<file path="src/rtl/sdram_pkg.sv">
// Shared SDRAM definitions: command encodings, top-level one-hot states and
// default bus widths used by the arbiter and the init/aref/write/read engines.
package sdram_pkg;

  localparam int DQ_W_DEF   = 16;
  localparam int ADDR_W_DEF = 13;
  localparam int BANK_W_DEF = 2;

  // {cs_n, ras_n, cas_n, we_n}
  localparam logic [3:0] CMD_NOP  = 4'b0111;
  localparam logic [3:0] CMD_PRE  = 4'b0010;
  localparam logic [3:0] CMD_AREF = 4'b0001;
  localparam logic [3:0] CMD_ACT  = 4'b0011;
  localparam logic [3:0] CMD_WR   = 4'b0100;
  localparam logic [3:0] CMD_RD   = 4'b0101;

  typedef enum logic [4:0] {
    ST_INIT  = 5'b00001,
    ST_ARBIT = 5'b00010,
    ST_AREF  = 5'b00100,
    ST_WRITE = 5'b01000,
    ST_READ  = 5'b10000
  } state_t;

endpackage

</file>
<file path="src/rtl/sdram_cmd_mux.sv">
// Selects the bus of the engine owning the current state and registers the
// whole SDRAM command/address/data group in one stage so they stay aligned.
module sdram_cmd_mux
  import sdram_pkg::*;
#(
  parameter int DQ_W   = DQ_W_DEF,
  parameter int ADDR_W = ADDR_W_DEF,
  parameter int BANK_W = BANK_W_DEF
) (
  input  logic              clk,
  input  logic              rst_n,
  input  state_t            state,
  input  logic [3:0]        init_cmd,
  input  logic [ADDR_W-1:0] init_addr,
  input  logic [3:0]        aref_cmd,
  input  logic [ADDR_W-1:0] aref_addr,
  input  logic [3:0]        wr_cmd,
  input  logic [ADDR_W-1:0] wr_addr,
  input  logic [BANK_W-1:0] wr_bank,
  input  logic [DQ_W-1:0]   wr_data,
  input  logic [3:0]        rd_cmd,
  input  logic [ADDR_W-1:0] rd_addr,
  input  logic [BANK_W-1:0] rd_bank,
  output logic [3:0]        sdram_cmd,
  output logic [ADDR_W-1:0] sdram_addr,
  output logic [BANK_W-1:0] sdram_bank,
  output logic [DQ_W-1:0]   sdram_dq_out,
  output logic              sdram_dq_oe
);

  logic [3:0]        cmd_d;
  logic [ADDR_W-1:0] addr_d;
  logic [BANK_W-1:0] bank_d;
  logic [DQ_W-1:0]   dq_d;
  logic              oe_d;

  // ARBIT and any corrupt encoding park the bus on NOP
  always_comb begin
    cmd_d  = CMD_NOP;
    addr_d = '0;
    bank_d = '0;
    dq_d   = '0;
    oe_d   = 1'b0;
    case (state)
      ST_INIT:  begin cmd_d = init_cmd; addr_d = init_addr; end
      ST_AREF:  begin cmd_d = aref_cmd; addr_d = aref_addr; end
      ST_WRITE: begin
        cmd_d  = wr_cmd;
        addr_d = wr_addr;
        bank_d = wr_bank;
        dq_d   = wr_data;
        oe_d   = 1'b1;
      end
      ST_READ:  begin cmd_d = rd_cmd; addr_d = rd_addr; bank_d = rd_bank; end
      default:  ;
    endcase
  end

  always_ff @(posedge clk or negedge rst_n) begin
    if (!rst_n) begin
      sdram_cmd    <= CMD_NOP;
      sdram_addr   <= '0;
      sdram_bank   <= '0;
      sdram_dq_out <= '0;
      sdram_dq_oe  <= 1'b0;
    end else begin
      sdram_cmd    <= cmd_d;
      sdram_addr   <= addr_d;
      sdram_bank   <= bank_d;
      sdram_dq_out <= dq_d;
      sdram_dq_oe  <= oe_d;
    end
  end

endmodule

</file>
<file path="src/rtl/sdram_arbit.sv">
// SDRAM arbiter: init handoff, fixed-priority grant (refresh > write > read)
// with no preemption, and the registered command bus to the device.
module sdram_arbit
  import sdram_pkg::*;
#(
  parameter int DQ_W   = DQ_W_DEF,
  parameter int ADDR_W = ADDR_W_DEF,
  parameter int BANK_W = BANK_W_DEF
) (
  input  logic              clk,
  input  logic              rst_n,
  input  logic              init_end,
  input  logic [3:0]        init_cmd,
  input  logic [ADDR_W-1:0] init_addr,
  input  logic              aref_req,
  input  logic              aref_end,
  input  logic [3:0]        aref_cmd,
  input  logic [ADDR_W-1:0] aref_addr,
  input  logic              wr_req,
  input  logic              wr_end,
  input  logic [3:0]        wr_cmd,
  input  logic [ADDR_W-1:0] wr_addr,
  input  logic [BANK_W-1:0] wr_bank,
  input  logic [DQ_W-1:0]   wr_data,
  input  logic              rd_req,
  input  logic              rd_end,
  input  logic [3:0]        rd_cmd,
  input  logic [ADDR_W-1:0] rd_addr,
  input  logic [BANK_W-1:0] rd_bank,
  output logic              aref_en,
  output logic              wr_en,
  output logic              rd_en,
  output logic [3:0]        sdram_cmd,
  output logic [ADDR_W-1:0] sdram_addr,
  output logic [BANK_W-1:0] sdram_bank,
  output logic [DQ_W-1:0]   sdram_dq_out,
  output logic              sdram_dq_oe,
  output logic              sdram_cke
);

  state_t state, state_d;

  assign sdram_cke = 1'b1;

  always_ff @(posedge clk or negedge rst_n) begin
    if (!rst_n) state <= ST_INIT;
    else        state <= state_d;
  end

  always_comb begin
    state_d = state;
    case (state)
      ST_INIT:  if (init_end) state_d = ST_ARBIT;
      ST_ARBIT: begin
        if      (aref_req) state_d = ST_AREF;
        else if (wr_req)   state_d = ST_WRITE;
        else if (rd_req)   state_d = ST_READ;
      end
      ST_AREF:  if (aref_end) state_d = ST_ARBIT;
      ST_WRITE: if (wr_end)   state_d = ST_ARBIT;
      ST_READ:  if (rd_end)   state_d = ST_ARBIT;
      default:  state_d = ST_ARBIT;
    endcase
  end

  // grants are registered alongside the state so they mark its first cycle
  always_ff @(posedge clk or negedge rst_n) begin
    if (!rst_n) begin
      aref_en <= 1'b0;
      wr_en   <= 1'b0;
      rd_en   <= 1'b0;
    end else begin
      aref_en <= (state == ST_ARBIT) && (state_d == ST_AREF);
      wr_en   <= (state == ST_ARBIT) && (state_d == ST_WRITE);
      rd_en   <= (state == ST_ARBIT) && (state_d == ST_READ);
    end
  end

  sdram_cmd_mux #(.DQ_W(DQ_W), .ADDR_W(ADDR_W), .BANK_W(BANK_W)) u_mux (
    .clk          (clk),
    .rst_n        (rst_n),
    .state        (state),
    .init_cmd     (init_cmd),
    .init_addr    (init_addr),
    .aref_cmd     (aref_cmd),
    .aref_addr    (aref_addr),
    .wr_cmd       (wr_cmd),
    .wr_addr      (wr_addr),
    .wr_bank      (wr_bank),
    .wr_data      (wr_data),
    .rd_cmd       (rd_cmd),
    .rd_addr      (rd_addr),
    .rd_bank      (rd_bank),
    .sdram_cmd    (sdram_cmd),
    .sdram_addr   (sdram_addr),
    .sdram_bank   (sdram_bank),
    .sdram_dq_out (sdram_dq_out),
    .sdram_dq_oe  (sdram_dq_oe)
  );

endmodule

</file>
<file path="config.mk">
export PLATFORM = sky130hd
export DESIGN_NAME = sdram_arbit
export DESIGN_NICKNAME = d
export VERILOG_FILES = /design/src/rtl/sdram_pkg.sv /design/src/rtl/sdram_cmd_mux.sv /design/src/rtl/sdram_arbit.sv
export SDC_FILE = /design/constraint.sdc
export NUM_CORES = 1
export LEC_CHECK = 0
export CORE_UTILIZATION = 35
export CTS_CLUSTER_DIAMETER = 120
export CTS_CLUSTER_SIZE = 25
export DETAILED_ROUTE_END_ITERATION = 16
export GPL_TIMING_DRIVEN = 0
export HOLD_SLACK_MARGIN = 0.05
export PLACE_DENSITY = 0.79
export SYNTH_ARGS = -nofsm -noshare
export SYNTH_HDL_FRONTEND = slang
export SYNTH_SLANG_ARGS = --single-unit
</file>
<file path="constraint.sdc">
create_clock -name clk -period 1.7 [get_ports clk]
set_input_delay 0.34 -clock clk [delete_from_list [all_inputs] [get_ports clk]]
set_output_delay 0.34 -clock clk [all_outputs]
set_load 0.01 [all_outputs]
</file>
==> out/metrics.cfg <==
[synth]
synth_edf_count=0
synth_top_flop_cell=sky130_fd_sc_hd__dfrtp_1
ys.warnings.count=0
netlist_instances=168
syn-num-nets=265
syn_area_per_cell_um2=12.04
synth_mux_area_frac=0.005569
synthAdderAreaFrac=0
synth.yosys.seq_area_share=0.5470
asyncSetResetFlopFracSynth=1.000
synthesis.area_um2=2022
synth_top_family_by_area=compound AO/OA/AOI/OAI gates
ys_types=34
synth-simple-area-share=0.1658
synth_xor_xnor_area_share=0.008663
ys_seq_elements=44
synth_compound_gate_area_share=0.1949

[sta]
final_setup_vio_count=0
finalClockSkew_ps=3.956
period_minus_slack_ps=1581
max_freq_mhz=632.5
grt_setup_unrepaired=no
hold_ws_ps=504.0
finalCritPeriodShare=0.9300
hold_viol_final=0
timing_max_transition_violations_final=0

[worst_setup_path]
element_type_at_the_critical_path_end=flop
crit_path_start_kind=flop
arrival_ps=1820
path_cells=buf_4, nor4bb_4, buf_6, buf_6, a22oi_1, nand3b_1
slowest_cell_on_crit_path=sky130_fd_sc_hd__dfstp_2
worst_path_most_repeated_cell=sky130_fd_sc_hd__buf_6
crit_path_buffers_inverters=3
crit_path_max_fanout=10
worst_ep_required_time_ps=1940
timing.critical_path.max_delay_family=flip-flops
kind_of_critical_path=flop to flop
slowest_delay_ps=520

[floorplanning]
die_w_um=78.01
fp.dieArea_um2=6085
ios=137
dieHeight_um=78.01
placeableCoreArea_um2=5540
core.rowCount=27
start_util=0.3650

[power_and_ir_drop]
share_clk_of_total_power=0.218
p_per_area_nw_per_um2=1030
power_frac_seq=0.362
internal_mw=2.572
ir_worst_vdd_mv=0.4996
power.leakage_nw=1.624
post-layout-total-power_mw=3.714
power.combinational.fraction=0.420
net-switching-power_mw=1.142
p_sw_frac=0.3076

[min_path]
min-delay-path-class=primary input to asynchronous set/reset pin

[placement]
place.port_buffers=135
gpl.final_weighted_congestion=0.7628
dp.cells=376
hpwlAfterDp_um=4558

[routing]
dr_total_vias=1874
vias_per_cell=4.868
drt-wirelength-per-cell_um=15.37
drt_first_iter_violations=77
detailedRoute.firstPassIterationCount=4
route.detailed.drc=0
route.antenna.remaining_nets=0
finalWirelength_um=5917

[clocking]
worst_skew_pair.late_latency_ps=290
cts_buffers=5
cts_htree_levels=2
cts.sink_count=44
cts_tree=done
clock_path_buffers=2
worst_path_clk_slew_ps=90
clock_root_buffer=sky130_fd_sc_hd__clkbuf_8

[global_routing]
grt_overflow=0
first_global_vias=1806
number_of_antenna_violations_at_the_first_check_in_global_routing=0
grt_start_max_net_pins=31
grt_first_pass_wirelength_um=8963
grt.total_usage=0.1932

[finish]
final_core_utilization=0.6506
num_antenna_cells=0
final_cell_mix=sky130_fd_sc_hd__clkdlybuf4s50_1 (131), sky130_fd_sc_hd__dfrtp_1 (40), sky130_fd_sc_hd__a22oi_1 (34), sky130_fd_sc_hd__and3_1 (17), sky130_fd_sc_hd__nand2_1 (16)
drive_above_1_share=0.1214
finalNonFillerCells=385
syn_to_final_growth_pct=78.28
final_net_count=409
layout.cells.most_common=sky130_fd_sc_hd__clkdlybuf4s50_1

[job]
maxCapViolations=0

[run_status]
run_status=completed

## final timing paths
kind	startpoint	endpoint	slack, ps	cells past startpoint
min in group clk	wr_data[11]	u_mux.sdram_dq_out[11]	600	2
setup reg to reg	state[0]	u_mux.sdram_cmd[2]	120	6
setup / recovery	state[0]	u_mux.sdram_cmd[2]	120	6
hold / removal	rst_n	u_mux.sdram_addr[12]	500	2
max in group asynchronous	rst_n	u_mux.sdram_cmd[0]	650	3
hold reg to reg	state[1]	state[1]	620	2
## what timing repair did
item,in CTS,in global routing
setup endpoints to repair,2,1
hold buffers,1,0
hold endpoints to repair,13,0
buffers inserted,0,0
gates resized for setup,2,1
## worst reg2reg max path, stage by stage, from the launching register on
cell	delay, ps
sky130_fd_sc_hd__dfstp_2	520
sky130_fd_sc_hd__buf_4	180
sky130_fd_sc_hd__nor4bb_4	320
sky130_fd_sc_hd__buf_6	180
sky130_fd_sc_hd__buf_6	150
sky130_fd_sc_hd__a22oi_1	90
sky130_fd_sc_hd__nand3b_1	90
## registers in the layout (all words and copies together), names as in the netlist
register and flops:
u_mux.sdram_dq_out 16, u_mux.sdram_addr 13, state 5, u_mux.sdram_cmd 4, u_mux.sdram_bank 2, aref_en 1
rd_en 1, u_mux.sdram_dq_oe 1, wr_en 1
## area by class of cell
type / instances / area [um^2]
clock buffers: 5 / 68.82
flip-flops and latches: 44 / 1106
inverters: 6 / 22.52
multi-input cells: 104 / 762.0
repair buffers: 137 / 1376
clock inverters: 3 / 47.55
fillers: 450 / 1936
well taps: 72 / 90.09
plain buffers: 14 / 131.4
## power by group through the flow
stage          clock, mW  combinational, mW  sequential (mW)
5_1_grt            0.869               1.69             1.37
4_1_cts            0.826               1.57             1.35
3_3_place_gp           0               1.55             1.36
2_1_floorplan          0              0.722             1.46
6_report           0.811               1.56             1.34
3_5_place_dp           0               1.58             1.37
## cells in the mapped netlist, drive strengths merged (2+ instances only)
cell type  instances  area, um^2
buf               12       123.9
o211ai             2       20.02
a22oi             35       267.8
nor2               4       30.03
dfrtp             40        1001
nor2b              2       20.02
inv                6       22.52
a22o               3       26.28
and2               2       17.52
a21o               3       22.52
o21ai              2       10.01
nand3b             4       30.03
nand2             16       60.06
nor3               2       21.27
xor2               2       17.52
dfstp              4       105.1
and3              17       106.4
clkbuf             2       7.510
## cells by family after synthesis
logic type	count (synthesis)
other	1
XOR/XNOR	2
buffers and inverters	20
AO/OA/AOI/OAI	49
AND/OR/NAND/NOR	51
flip-flops	44
multiplexers	1
## routing by layer
| metal | track usage | part of all wire | vias to the layer above | wire length (um) |
|---|---|---|---|---|
| met3 | 0.05529 | 0.089 | 6 | 527 |
| met1 | 0.2271 | 0.41 | 893 | 2401 |
| met4 | 0.05185 | 0.011 | 0 | 64 |
| met5 | 0 | 0 | - | 0 |
| li1 | - | - | 894 | - |
| met2 | 0.3434 | 0.49 | 81 | 2923 |
## metrics by stage
| stage | setup TNS [ps] | instance area, um^2 | setup WS (ps) |
|---|---|---|---|
| final | 0 | 3605 | 119.1 |
| after global routing | 0 | 3605 | 34.91 |
| after CTS | 0 | 3602 | 1.927 |
| after detailed placement | 0 | 3478 | 127.6 |
| after global placement | -37180 | 3463 | -887.4 |
| after floorplan | 0 | 2022 | 275.1 |
Note: power is estimated with default switching activity, not from simulation.
==> RTL edit (same flow settings) <==
`BANK_W_DEF`: 2 -> 3.
--- a/src/rtl/sdram_pkg.sv
+++ b/src/rtl/sdram_pkg.sv
@@ -4,7 +4,7 @@
 
   localparam int DQ_W_DEF   = 16;
   localparam int ADDR_W_DEF = 13;
-  localparam int BANK_W_DEF = 2;
+  localparam int BANK_W_DEF = 3;
 
   // {cs_n, ras_n, cas_n, we_n}
   localparam logic [3:0] CMD_NOP  = 4'b0111;
Ports: changed (resized rd_bank, sdram_bank and wr_bank); port bits go from 137 to 140. The function was not compared with the original's and may differ.
==> RTL edit against the unedited design <==
Fmax increased by 1.9%. Sequential share of layout area increased by 1.5 points. Cell area decreased by 2.6%. Synthesized area decreased by 5.8%. Sequential cell count increased by 1. Via count decreased by 4.1%. Combinational power decreased by 20%. Largest power group is now sequential cells. Setup slack improved by 29 ps. Critical path depth unchanged. Wire length decreased by 3.9%. Die area decreased by 5.7%. Total power decreased by 7.7%. Cell count decreased by 2.1%.
==> RTL edit: results (changes against the unedited design) <==
| Metric | Value |
|---|---|
| Post-Route M1 WL | `2280 um (was 2400 um)` |
| Met2 WL post-DR | `2850 um (was 2920 um)` |
| Status | `completed (unchanged)` |
| Total Nets Final | `405 (was 409)` |
| Total GRT Usage | `0.194 (was 0.193)` |
| CTS H-tree lvls | `2 (unchanged)` |
| First-pass GRT wire length | `8110 um (was 8960 um)` |
| Via count | `1797 (was 1874)` |
| Setup crit end | `u_mux.sdram_addr[12] (was u_mux.sdram_cmd[2])` |
| Layout cells sized above 1 | `0.101 (was 0.121)` |
| IO Port Bufs | `138 (was 135)` |
| Routability Congestion | `0.775 (was 0.763)` |
| Leak Pwr | `1.55 nW (was 1.62 nW)` |
| Vias in the first global route | `1671 (was 1806)` |
| Largest net degree at the start of global routing | `39 (was 31)` |
| Max Used Layer | `met4 (unchanged)` |
| FF-to-FF path depth | `6 (unchanged)` |
| Worst Skew | `8.63 ps (was 3.96 ps)` |
| Synth cell types | `28 (was 34)` |
| Syn_nets | `258 (was 265)` |
| Area after DPL | `3390 um2 (was 3480 um2)` |
| WP data arrival | `1720 ps (was 1820 ps)` |
| Maximum vdd ir drop | `0.597 mV (was 0.500 mV)` |
| Top post-synthesis cells by count | `dfrtp_1 (41), a22oi_1 (32), and2_1 (16), nand2_1 (14), nor2_1 (6) (was dfrtp_1 (40), a22oi_1 (34), and3_1 (17), nand2_1 (16), buf_6 (9))` |
| Asr flop ratio synth | `1.00 (unchanged)` |
| Cell area after layout | `3510 um2 (was 3600 um2)` |
| Drt wl/cell | `15.1 um (was 15.4 um)` |
| Synth top area cells | `dfrtp_1 (54%), a22oi_1 (13%), dfstp_2 (5.5%) (was dfrtp_1 (50%), a22oi_1 (13%), and3_1 (5.3%))` |
| Fill cells | `408 (was 450)` |
| CTS clock-pin slew for the worst setup and hold paths | `80 ps` |
| Initial DRC Count | `80 (was 77)` |
| Synth Warn # | `0 (unchanged)` |
| Worst stage delay on the critical path | `570 ps (was 520 ps)` |
| Post-Syn Instances | `159 (was 168)` |
| Post-placement cell count | `368 (was 376)` |
| Skew-Pair Late Insertion Delay | `290 ps (about the same)` |
| Worst Setup SP | `state[0] (unchanged)` |
| Tightest Hold Check Type | `in2async (unchanged)` |
| Detailed placement HPWL | `4390 um (was 4560 um)` |
| Metal3 WL | `483 um (was 527 um)` |
| Worst-path maximum fanout | `10 (unchanged)` |
| Post-synthesis sequential area ratio | `0.594 (was 0.547)` |
| Biggest regs | `u_mux.sdram_dq_out (16), u_mux.sdram_addr (13), state (5) (unchanged)` |
| Final setup fails | `0 (unchanged)` |
| WL final | `5690 um (was 5920 um)` |
| Pre-CTS setup slack | `165 ps (was 128 ps)` |
| Final worst slack | `148 ps (was 119 ps)` |
-- RTL edit: changes by cell type after synthesis, moves of 3 or more --
cell and delta:
buf_6 -6, nand3_1 +4, nor2_1 +4, nand3b_1 -4
and2_1 +16, and3_1 -17, a22oi_2 +3
-- RTL edit: worst min-delay path by stage --
stage	start	to	slack [ps]
floorplan	rst_n	aref_en	40
global placement	state[4]	rd_en	670
detailed placement	rst_n	u_mux.sdram_dq_out[14]	210
CTS	rst_n	u_mux.sdram_dq_out[14]	440
global route	rst_n	u_mux.sdram_dq_out[14]	440
finish	rst_n	u_mux.sdram_dq_out[14]	430
-- RTL edit: routing by layer --
metal	global-route usage	vias to the layer above
li1	-	859
met1	0.235	837
met2	0.323	92
met3	0.0701	9
met4	0.0597	0
met5	0	-
-- RTL edit: final cells by class --
type / instances / share of cell area
flip-flops and latches: 45 / 0.322
multi-input cells: 98 / 0.188
inverters: 5 / 0.00535
clock inverters: 2 / 0.00998
plain buffers: 11 / 0.0267
well taps: 70 / 0.0250
repair buffers: 140 / 0.402
clock buffers: 6 / 0.0207
-- RTL edit: power breakdown --
part	switching, mW	total, mW	internal, mW
sequential	0.0924	1.40	1.31
combinational	0.527	1.25	0.721
clock	0.341	0.777	0.436
-- RTL edit: what timing repair did --
action                                  4_1_cts  5_1_grt
hold endpoints to repair                      7        0
hold buffers                                  1        0
cloned                                        0        0
setup buffers                                 0        0
resized for setup                             1        2
endpoints found under the setup margin        1        2
-- RTL edit: kinds of logic (layout without fill, tap and decap cells) --
| family | Yosys count | after routing | share of synthesized area |
|---|---|---|---|
| AOI/OAI and AO/OA | 46 | 46 | 0.191 |
| xor gates and xnor gates | 1 | 1 | 0.00460 |
| buffers and inverters | 16 | 164 | 0.0591 |
| DFF | 45 | 45 | 0.594 |
| other | 1 | 1 | 0.00197 |
| and+or+nand+nor | 50 | 50 | 0.150 |
-- RTL edit: worst register-to-register path: cells and delay by family (launching register included) --
family / cells / cell delay [ps]
flops: 1 / 570
simple gates: 3 / 370
compound gates: 1 / 200
buf+inv: 2 / 290
